**src/rtl/game_result_led_seq.sv**
```systemverilog
// game_result_led_seq: latches a game-end result (P1 win, P2 win or draw) and blinks
// the matching RGB colour BLINK_COUNT times, then holds it until clear.
// Optional macro RGB_PWM_DIM_EN: dims the HOLD colour with a free-running PWM counter.
module game_result_led_seq #(
  parameter int BLINK_DIV   = 25_000_000,
  parameter int BLINK_COUNT = 3,
  parameter int PWM_BITS    = 4,
  parameter int HOLD_DUTY   = 4
) (
  input  logic       clk,
  input  logic       rst_n,
  input  logic [1:0] detect_win,
  input  logic       no_space,
  input  logic       clear,
  output logic [2:0] LED_out,
  output logic       busy,
  output logic       done
);

  // Counter widths. Both are forced to at least one bit so that a zero blink count
  // or a divider of one still elaborates to legal vectors.
  localparam int TMR_W = (BLINK_DIV < 1) ? 1 : $clog2(BLINK_DIV + 1);
  localparam int CNT_W = (BLINK_COUNT < 1) ? 1 : $clog2(BLINK_COUNT + 1);

  // Timer reload gives exactly BLINK_DIV cycles per phase (count down to zero inclusive).
  localparam logic [TMR_W-1:0] TMR_RELOAD = TMR_W'((BLINK_DIV < 1) ? 0 : BLINK_DIV - 1);

  // Index of the final blink; unused when the blink phase is skipped entirely.
  localparam logic [CNT_W-1:0] LAST_BLINK = CNT_W'((BLINK_COUNT < 1) ? 0 : BLINK_COUNT - 1);

  localparam bit SKIP_BLINK = (BLINK_COUNT == 0);

  // Colour encoding on {red, green, blue}.
  localparam logic [2:0] COL_OFF  = 3'b000;
  localparam logic [2:0] COL_P1   = 3'b100;
  localparam logic [2:0] COL_P2   = 3'b010;
  localparam logic [2:0] COL_DRAW = 3'b001;

  // Parameter legality is checked at elaboration; nothing here exists in hardware.
  if (BLINK_DIV < 1) begin : g_bad_div
    $error("game_result_led_seq: BLINK_DIV must be >= 1");
  end
  if (BLINK_COUNT < 0) begin : g_bad_count
    $error("game_result_led_seq: BLINK_COUNT must be >= 0");
  end
  if (PWM_BITS < 1 || HOLD_DUTY < 0 || HOLD_DUTY > (2 ** PWM_BITS)) begin : g_bad_pwm
    $error("game_result_led_seq: HOLD_DUTY must fit in a 2**PWM_BITS period");
  end

  typedef enum logic [1:0] {
    IDLE      = 2'd0,
    BLINK_ON  = 2'd1,
    BLINK_OFF = 2'd2,
    HOLD      = 2'd3
  } state_t;

  state_t           state;
  logic [2:0]       color_q;
  logic [TMR_W-1:0] timer;
  logic [CNT_W-1:0] blink_cnt;

  logic             ev_vld;
  logic [2:0]       ev_color;
  logic             pwm_on;

  // Decode the game-end event: a win outranks a full board; 2'b11 is not a win.
  always_comb begin
    ev_vld   = 1'b0;
    ev_color = COL_OFF;
    if (detect_win == 2'b01) begin
      ev_vld   = 1'b1;
      ev_color = COL_P1;
    end else if (detect_win == 2'b10) begin
      ev_vld   = 1'b1;
      ev_color = COL_P2;
    end else if (no_space) begin
      ev_vld   = 1'b1;
      ev_color = COL_DRAW;
    end
  end

`ifdef RGB_PWM_DIM_EN
  localparam logic [PWM_BITS:0] DUTY = (PWM_BITS + 1)'(HOLD_DUTY);

  logic [PWM_BITS-1:0] pwm_cnt;

  // Free-running dimming counter; only reset clears it so the PWM phase is independent of clear.
  always_ff @(posedge clk) begin
    if (!rst_n) begin
      pwm_cnt <= '0;
    end else begin
      pwm_cnt <= pwm_cnt + 1'b1;
    end
  end

  assign pwm_on = ({1'b0, pwm_cnt} < DUTY);
`else
  // Without dimming the hold colour is driven continuously.
  assign pwm_on = 1'b1;
`endif

  // Main sequencer: state, latched colour, counters and all registered outputs move together.
  always_ff @(posedge clk) begin
    if (!rst_n) begin
      state     <= IDLE;
      color_q   <= COL_OFF;
      timer     <= '0;
      blink_cnt <= '0;
      LED_out   <= COL_OFF;
      busy      <= 1'b0;
      done      <= 1'b0;
    end else if (clear) begin
      // clear wins over any event presented in the same cycle.
      state     <= IDLE;
      color_q   <= COL_OFF;
      timer     <= '0;
      blink_cnt <= '0;
      LED_out   <= COL_OFF;
      busy      <= 1'b0;
      done      <= 1'b0;
    end else begin
      case (state)
        IDLE: begin
          LED_out <= COL_OFF;
          busy    <= 1'b0;
          done    <= 1'b0;
          if (ev_vld) begin
            color_q   <= ev_color;
            timer     <= TMR_RELOAD;
            blink_cnt <= '0;
            if (SKIP_BLINK) begin
              state   <= HOLD;
              done    <= 1'b1;
              LED_out <= pwm_on ? ev_color : COL_OFF;
            end else begin
              state   <= BLINK_ON;
              busy    <= 1'b1;
              LED_out <= ev_color;
            end
          end
        end

        BLINK_ON: begin
          if (timer == '0) begin
            state   <= BLINK_OFF;
            timer   <= TMR_RELOAD;
            LED_out <= COL_OFF;
          end else begin
            timer <= timer - 1'b1;
          end
        end

        BLINK_OFF: begin
          if (timer == '0) begin
            if (blink_cnt == LAST_BLINK) begin
              state   <= HOLD;
              busy    <= 1'b0;
              done    <= 1'b1;
              LED_out <= pwm_on ? color_q : COL_OFF;
            end else begin
              state     <= BLINK_ON;
              blink_cnt <= blink_cnt + 1'b1;
              timer     <= TMR_RELOAD;
              LED_out   <= color_q;
            end
          end else begin
            timer <= timer - 1'b1;
          end
        end

        HOLD: begin
          LED_out <= pwm_on ? color_q : COL_OFF;
        end

        default: begin
          state   <= IDLE;
          LED_out <= COL_OFF;
          busy    <= 1'b0;
          done    <= 1'b0;
        end
      endcase
    end
  end

endmodule

```
**config.mk**
```make
export PLATFORM = sky130hd
export DESIGN_NAME = game_result_led_seq
export DESIGN_NICKNAME = d
export VERILOG_FILES = /design/src/rtl/game_result_led_seq.sv
export SDC_FILE = /design/constraint.sdc
export NUM_CORES = 1
export LEC_CHECK = 0
export ABC_CLOCK_PERIOD_IN_PS = 6400
export BUFFER_PORTS_ARGS = -buffer_cell sky130_fd_sc_hd__buf_4
export CAP_MARGIN = 20
export CORE_MARGIN = 4
export CORE_UTILIZATION = 60
export CTS_BUF_LIST = sky130_fd_sc_hd__clkbuf_4 sky130_fd_sc_hd__clkbuf_8 sky130_fd_sc_hd__clkbuf_16
export CTS_CLUSTER_SIZE = 12
export DETAILED_ROUTE_END_ITERATION = 7
export HOLD_SLACK_MARGIN = 0.1
export PLACE_DENSITY = 0.78
export SLEW_MARGIN = 10
export SYNTH_ARGS = -nofsm -noshare
export SYNTH_HDL_FRONTEND = slang
export SYNTH_SLANG_ARGS = --single-unit
```
**constraint.sdc**
```tcl
create_clock -name clk -period 6.4 [get_ports clk]
set_clock_uncertainty 0.15 [all_clocks]
set_input_delay 0 -clock clk [delete_from_list [all_inputs] [get_ports clk]]
set_output_delay 0 -clock clk [all_outputs]
set_load 0.03 [all_outputs]
```
Word-level counts from Yosys, hierarchy flattened
Index checks and enable logic that the tools add are counted.
{"block": "word_totals", "out_inout_bits": 5, "inputBits": 6, "wordCells": 64, "register_bits": 37}
{"block": "classes", "n_bitwise": 1, "addsub": 2, "mux": 31, "n_reduce_logical": 11, "n_eq_ne": 12}
{"operator": "25-bit two-way mux", "n": 4}
{"operator": "25-bit case mux with 3 select lines", "n": 1}
{"operator": "25-bit zero test", "n": 1}
{"operator": "25-bit by 1-bit subtractor with 25-bit output, second input constant", "n": 1}
{"operator": "2-bit two-way mux", "n": 8}
{"operator": "3-bit two-way mux", "n": 4}
{"operator": "3-bit case mux with 4 select lines", "n": 1}
{"operator": "2-bit inequality test, second input constant", "n": 5}
{"operator": "1-bit two-way mux", "n": 9}
{"operator": "2-bit equality test, second input constant", "n": 4}
{"operator": "4-bit AND reduction", "n": 2}
{"operator": "2-bit case mux with 3 select lines", "n": 1}
{"operator": "3-bit AND reduction", "n": 2}
{"operator": "2-bit by 1-bit equality test with 1-bit output, second input constant", "n": 2}
{"operator": "1-bit case mux with 2 select lines", "n": 2}
{"operator": "2-bit case mux with 2 select lines", "n": 1}
{"operator": "2-bit AND reduction", "n": 2}
{"operator": "3-bit inequality test, second input constant", "n": 1}
{"operator": "3-bit nonzero test", "n": 1}
{"operator": "2-bit by 1-bit adder with 2-bit output, second input constant", "n": 1}
{"operator": "2-bit zero test", "n": 1}
{"operator": "2-bit nonzero test", "n": 1}
{"operator": "2-bit OR reduction", "n": 1}
{"operator": "1-bit inverter", "n": 1}

Logic depth before layout (Yosys ltp)
{"block": "depth", "word_depth": 5, "mapped_depth": 9, "depth_no_buf": 7}

Worst setup path after synthesis
No wires, ideal clock.
{"block": "synth_timing", "kind": "register to register", "from": "register timer[0]", "to": "register timer[22]", "n_path_buf": 1, "setup_slack_ns": 4.213, "t_arrival_ns": 1.908, "period_less_slack_ns": 2.187, "required_ns": 6.121, "setup_ns": 0.129, "stages_incl_launch_ff": 9, "cell_sequence": "dfxtp_1 -> inv_1 -> ha_1 -> nor3b_1 -> nand3_2 -> buf_6 -> or3_4 -> o41ai_1 -> a21oi_1"}
{"block": "synth_between", "elab_chain_len": 3, "elab_cells_between_ends": 7, "cone_classes": "add/sub: 1; eq/ne: 1; mux: 3; reduce/logical: 2"}
{"item": "start, declared", "line_no": "59", "rtl": "logic [TMR_W-1:0] timer;"}
{"item": "start signal, assigned", "line_no": "149", "rtl": "timer <= timer - 1'b1;"}
{"item": "start signal, assigned", "line_no": "167", "rtl": "timer <= timer - 1'b1;"}
{"item": "25-bit by 1-bit subtractor with 25-bit output or 25-bit zero test (tied branches)"}
{"item": "25-bit two-way mux, or another cell as far along", "line_no": "154", "rtl": "if (timer == '0) begin"}
{"item": "25-bit case mux with 3 select lines or 3-bit AND reduction (tied branches)"}
Parallel ways exist; a longest one is shown, timed or not.
A chain may end at the register's enable or synchronous reset.

Worst setup path after layout
{"block": "layout_timing", "from": "register timer[0]", "to": "register timer[18]"}
The elaborated chain is that of the path after synthesis.

==> impl_results.md <==
* Outcome: finished clean
* DRC at 0
* Endpoints failing hold at 0
* First-pass GRT wire length at 8.69 mm
* Worst Reg-to-Reg Cells at 8
* Worst Setup End Kind: register
* I/O pin total at 11
* Synth Register Bits at 37
* Reg2Reg Setup Slack at 3560 ps
* Crit Reg-Reg Endpoint: timer[18]$_SDFFE_PP0P_
* Num CTS Buffers at 5
* CTS tree: built
* Layout fillers at 272
* Max stage delay cell, worst path: nor3b_1
* Synth unique cells at 54
* Fin util at between 70% and 80%
* Largest stage delay on the critical path at roughly 460 ps
* Synthesis Warnings at 0
* Post-CTS Hold Fix Bufs at 9
* Hold path cells at 2
* Initial antenna violation count at 0
* Hold Crit Endpoint: busy$_SDFFE_PP0P_
* Mapped Cells at between 200 and 300
* ANT nets after route at 0
* Ratio of total power to cell area at 223 nW/µm²
* Ant diodes at 0
* Post-synth design cell area at about 2100 µm²
* Worst VDD drop at around 0.15 mV
* # nets final at 291
* Rows at 21
* Final worst slack at 3560 ps
* Clock Path Buffers at 2
* Setup bufs post-CTS at 0
* Gr usage total at 24.6%
* Area Growth Syn to Fin at 11.1%
* Overall power at between 500 and 600 µW
* Final wirelength at approximately 5 mm
* Setup violators final at 0
* Worst EP arrival at roughly 3000 ps
* HP Start: busy$_SDFFE_PP0P_
* Skew-Pair Late Insertion Delay at around 340 ps
* Htree depth at 2
* PostCTS Resize Cnt at 0
* Share of post-route cells with drive strength above 1 at ~12%
* Iteration-0 DRC Markers at about 250
* Tightest Pin Transition at just under 900 ps
* Critical-path cell list: inv_1 -> ha_1 -> nor3b_1 -> nand3_2 -> o21ai_1 -> buf_4 -> nor2_1 -> a311oi_1
* Unrepaired setup endpoints after global routing: no
* Worst hold path type: register to register
* Core area at 3390 µm²
* Mapped Nets at 278
* Leakage Power at between 0.9 and 1 nW
* Port buffer count at 10
* Post-synth ARST share at 0%
* Die height at 67.7 µm
* DPL Wire Length at around 3.3 mm
* Die ar. at around 4600 µm²
* Via/cell ratio at 6.27
* Max Fclk at between 300 and 400 MHz
* Gpl congestion at 0.840
* Worst setup SP type: register
* Vias in the first global route at 1874
* Fin crit share at between 40% and 50%
* Post-synth EDFFs at 0
* Pre-antenna DRT Iters at 4
* Reg2reg start: timer[0]$_SDFFE_PP0P_
* Multi-input combinational cell area at 1260 µm²
* Final min period at around 2800 ps
* Worst setup path class: register to register
* DR vias at about 2000
* Clk slew on worst S/H paths at between 100 and 150 ps
* Sequential element share of the synthesized area at about a third
* Setup_tns at 0 ps
* Pins Over Slew Limit at 0
* Initial Utilization at 63.2%
* Most frequent cells in the layout: 37 x dfxtp_1, 19 x nor2_1, 19 x o21ai_0, 19 x a21oi_1
* Sink Count at 37
* Root cell of the clock tree: clkbuf_4
* Drt wl/cell at ~15 µm
* Max-slew headroom at 40.9%
* Top FF cell, synth: dfxtp_1
* Die width at between 60 and 70 µm
* Syn_area_per_cell at 8.11 µm²
* Critical Path RT at 6510 ps
* Place WS at 3670 ps
* Max Cap Viol at 0
* GRT overflow at 0
* Most common cell after layout, fill and taps aside: dfxtp_1
* Sequential cell area at between 700 and 800 µm²
* CP Max Fanout at 15
* Largest net degree at the start of global routing at 30
[where the power goes]
part           internal, mW  switching [mW]
registers             0.242          0.0132
clock network        0.0637          0.0785
logic                0.0483          0.0841
total                 0.354           0.176
[worst max-delay path: cells and delay by family (launching register included)]
kind            cells  cell delay (ps)
buf+inv             2              360
compound gates      2              760
flops               1              360
simple gates        3              930
fa+ha+maj           1              190
[cell families (layout without fill, tap and decap cells)]
| family | count (synthesis) | after routing | share of synthesized area (%) |
|---|---|---|---|
| AND/OR/NAND/NOR | 95 | 95 | 25.2 |
| buffers and inverters | 33 | 47 | 6.60 |
| flip-flops | 37 | 37 | 34.6 |
| adder cells (fa/ha/maj) | 8 | 8 | 4.68 |
| AO/OA/AOI/OAI | 89 | 89 | 28.1 |
| XOR/XNOR | 2 | 2 | 0.818 |
[per-stage QoR]
step	std cells	area, µm²	hold slack, ps
6_report	324	2380	308
5_1_grt	324	2380	329
4_1_cts	324	2380	311
3_5_place_dp	307	2220	179
3_3_place_gp	307	2220	174
2_1_floorplan	264	2140	30.3
[state kept, by name, summed over array words and instances (netlist names)]
name and flops:
LED_out 3, busy 1, timer 25, blink_cnt 2
color_q 3, done 1, state 2
[cell type report]
cell class                 instances  share of cell area (%)
clock buffer                       7                    2.74
clock inverter                     1                   0.210
inverter                          17                    2.68
multi-input combinational        194                    52.9
sequential                        37                    31.1
tap                               46                    2.42
timing repair buffer              22                    7.89
[cells in the mapped netlist (3+ instances only)]
| library cell | count | share of area, % |
|---|---|---|
| a211oi_1 | 8 | 2.8 |
| a21o_1 | 4 | 1.4 |
| a21oi_1 | 19 | 4.4 |
| a311oi_1 | 4 | 1.6 |
| a31oi_1 | 6 | 1.8 |
| a41o_1 | 5 | 2.3 |
| buf_2 | 7 | 1.6 |
| clkbuf_1 | 7 | 1.2 |
| dfxtp_1 | 37 | 35 |
| ha_1 | 8 | 4.7 |
| inv_1 | 17 | 3.0 |
| nand2_1 | 10 | 1.8 |
| nand2b_1 | 4 | 1.2 |
| nand3_1 | 7 | 1.6 |
| nand4_1 | 4 | 1.2 |
| nor2_1 | 19 | 3.3 |
| nor3_1 | 17 | 4.0 |
| nor4_1 | 9 | 2.6 |
| o21ai_0 | 19 | 4.4 |
| o31ai_1 | 4 | 1.4 |
| o41ai_1 | 3 | 1.2 |
| or2_2 | 3 | 0.88 |
| or3_1 | 6 | 1.8 |
[per-layer routing]
metal / global-route usage [%] / share of wire, % / up-vias
li1: - / - / 1029
met1: 34.6 / 49 / 942
met2: 36.3 / 45 / 49
met3: 5.99 / 4.4 / 11
met4: 8.61 / 1.7 / 0
met5: 0 / 0 / -
[how the worst max path moves through the flow]
stage / startpoint / slack, ps / depth (start not counted) / end
finish: timer[0]$_SDFFE_PP0P_ / 3560 / 8 / timer[18]$_SDFFE_PP0P_
global route: timer[0]$_SDFFE_PP0P_ / 3220 / 8 / timer[18]$_SDFFE_PP0P_
CTS: timer[0]$_SDFFE_PP0P_ / 3620 / 8 / timer[0]$_SDFFE_PP0P_
detailed placement: timer[0]$_SDFFE_PP0P_ / 3670 / 8 / timer[0]$_SDFFE_PP0P_
global placement: timer[0]$_SDFFE_PP0P_ / 3750 / 8 / timer[10]$_SDFFE_PP0P_
floorplan: timer[0]$_SDFFE_PP0P_ / 4210 / 8 / timer[22]$_SDFFE_PP0P_
Power figures use the tool's default switching activity.
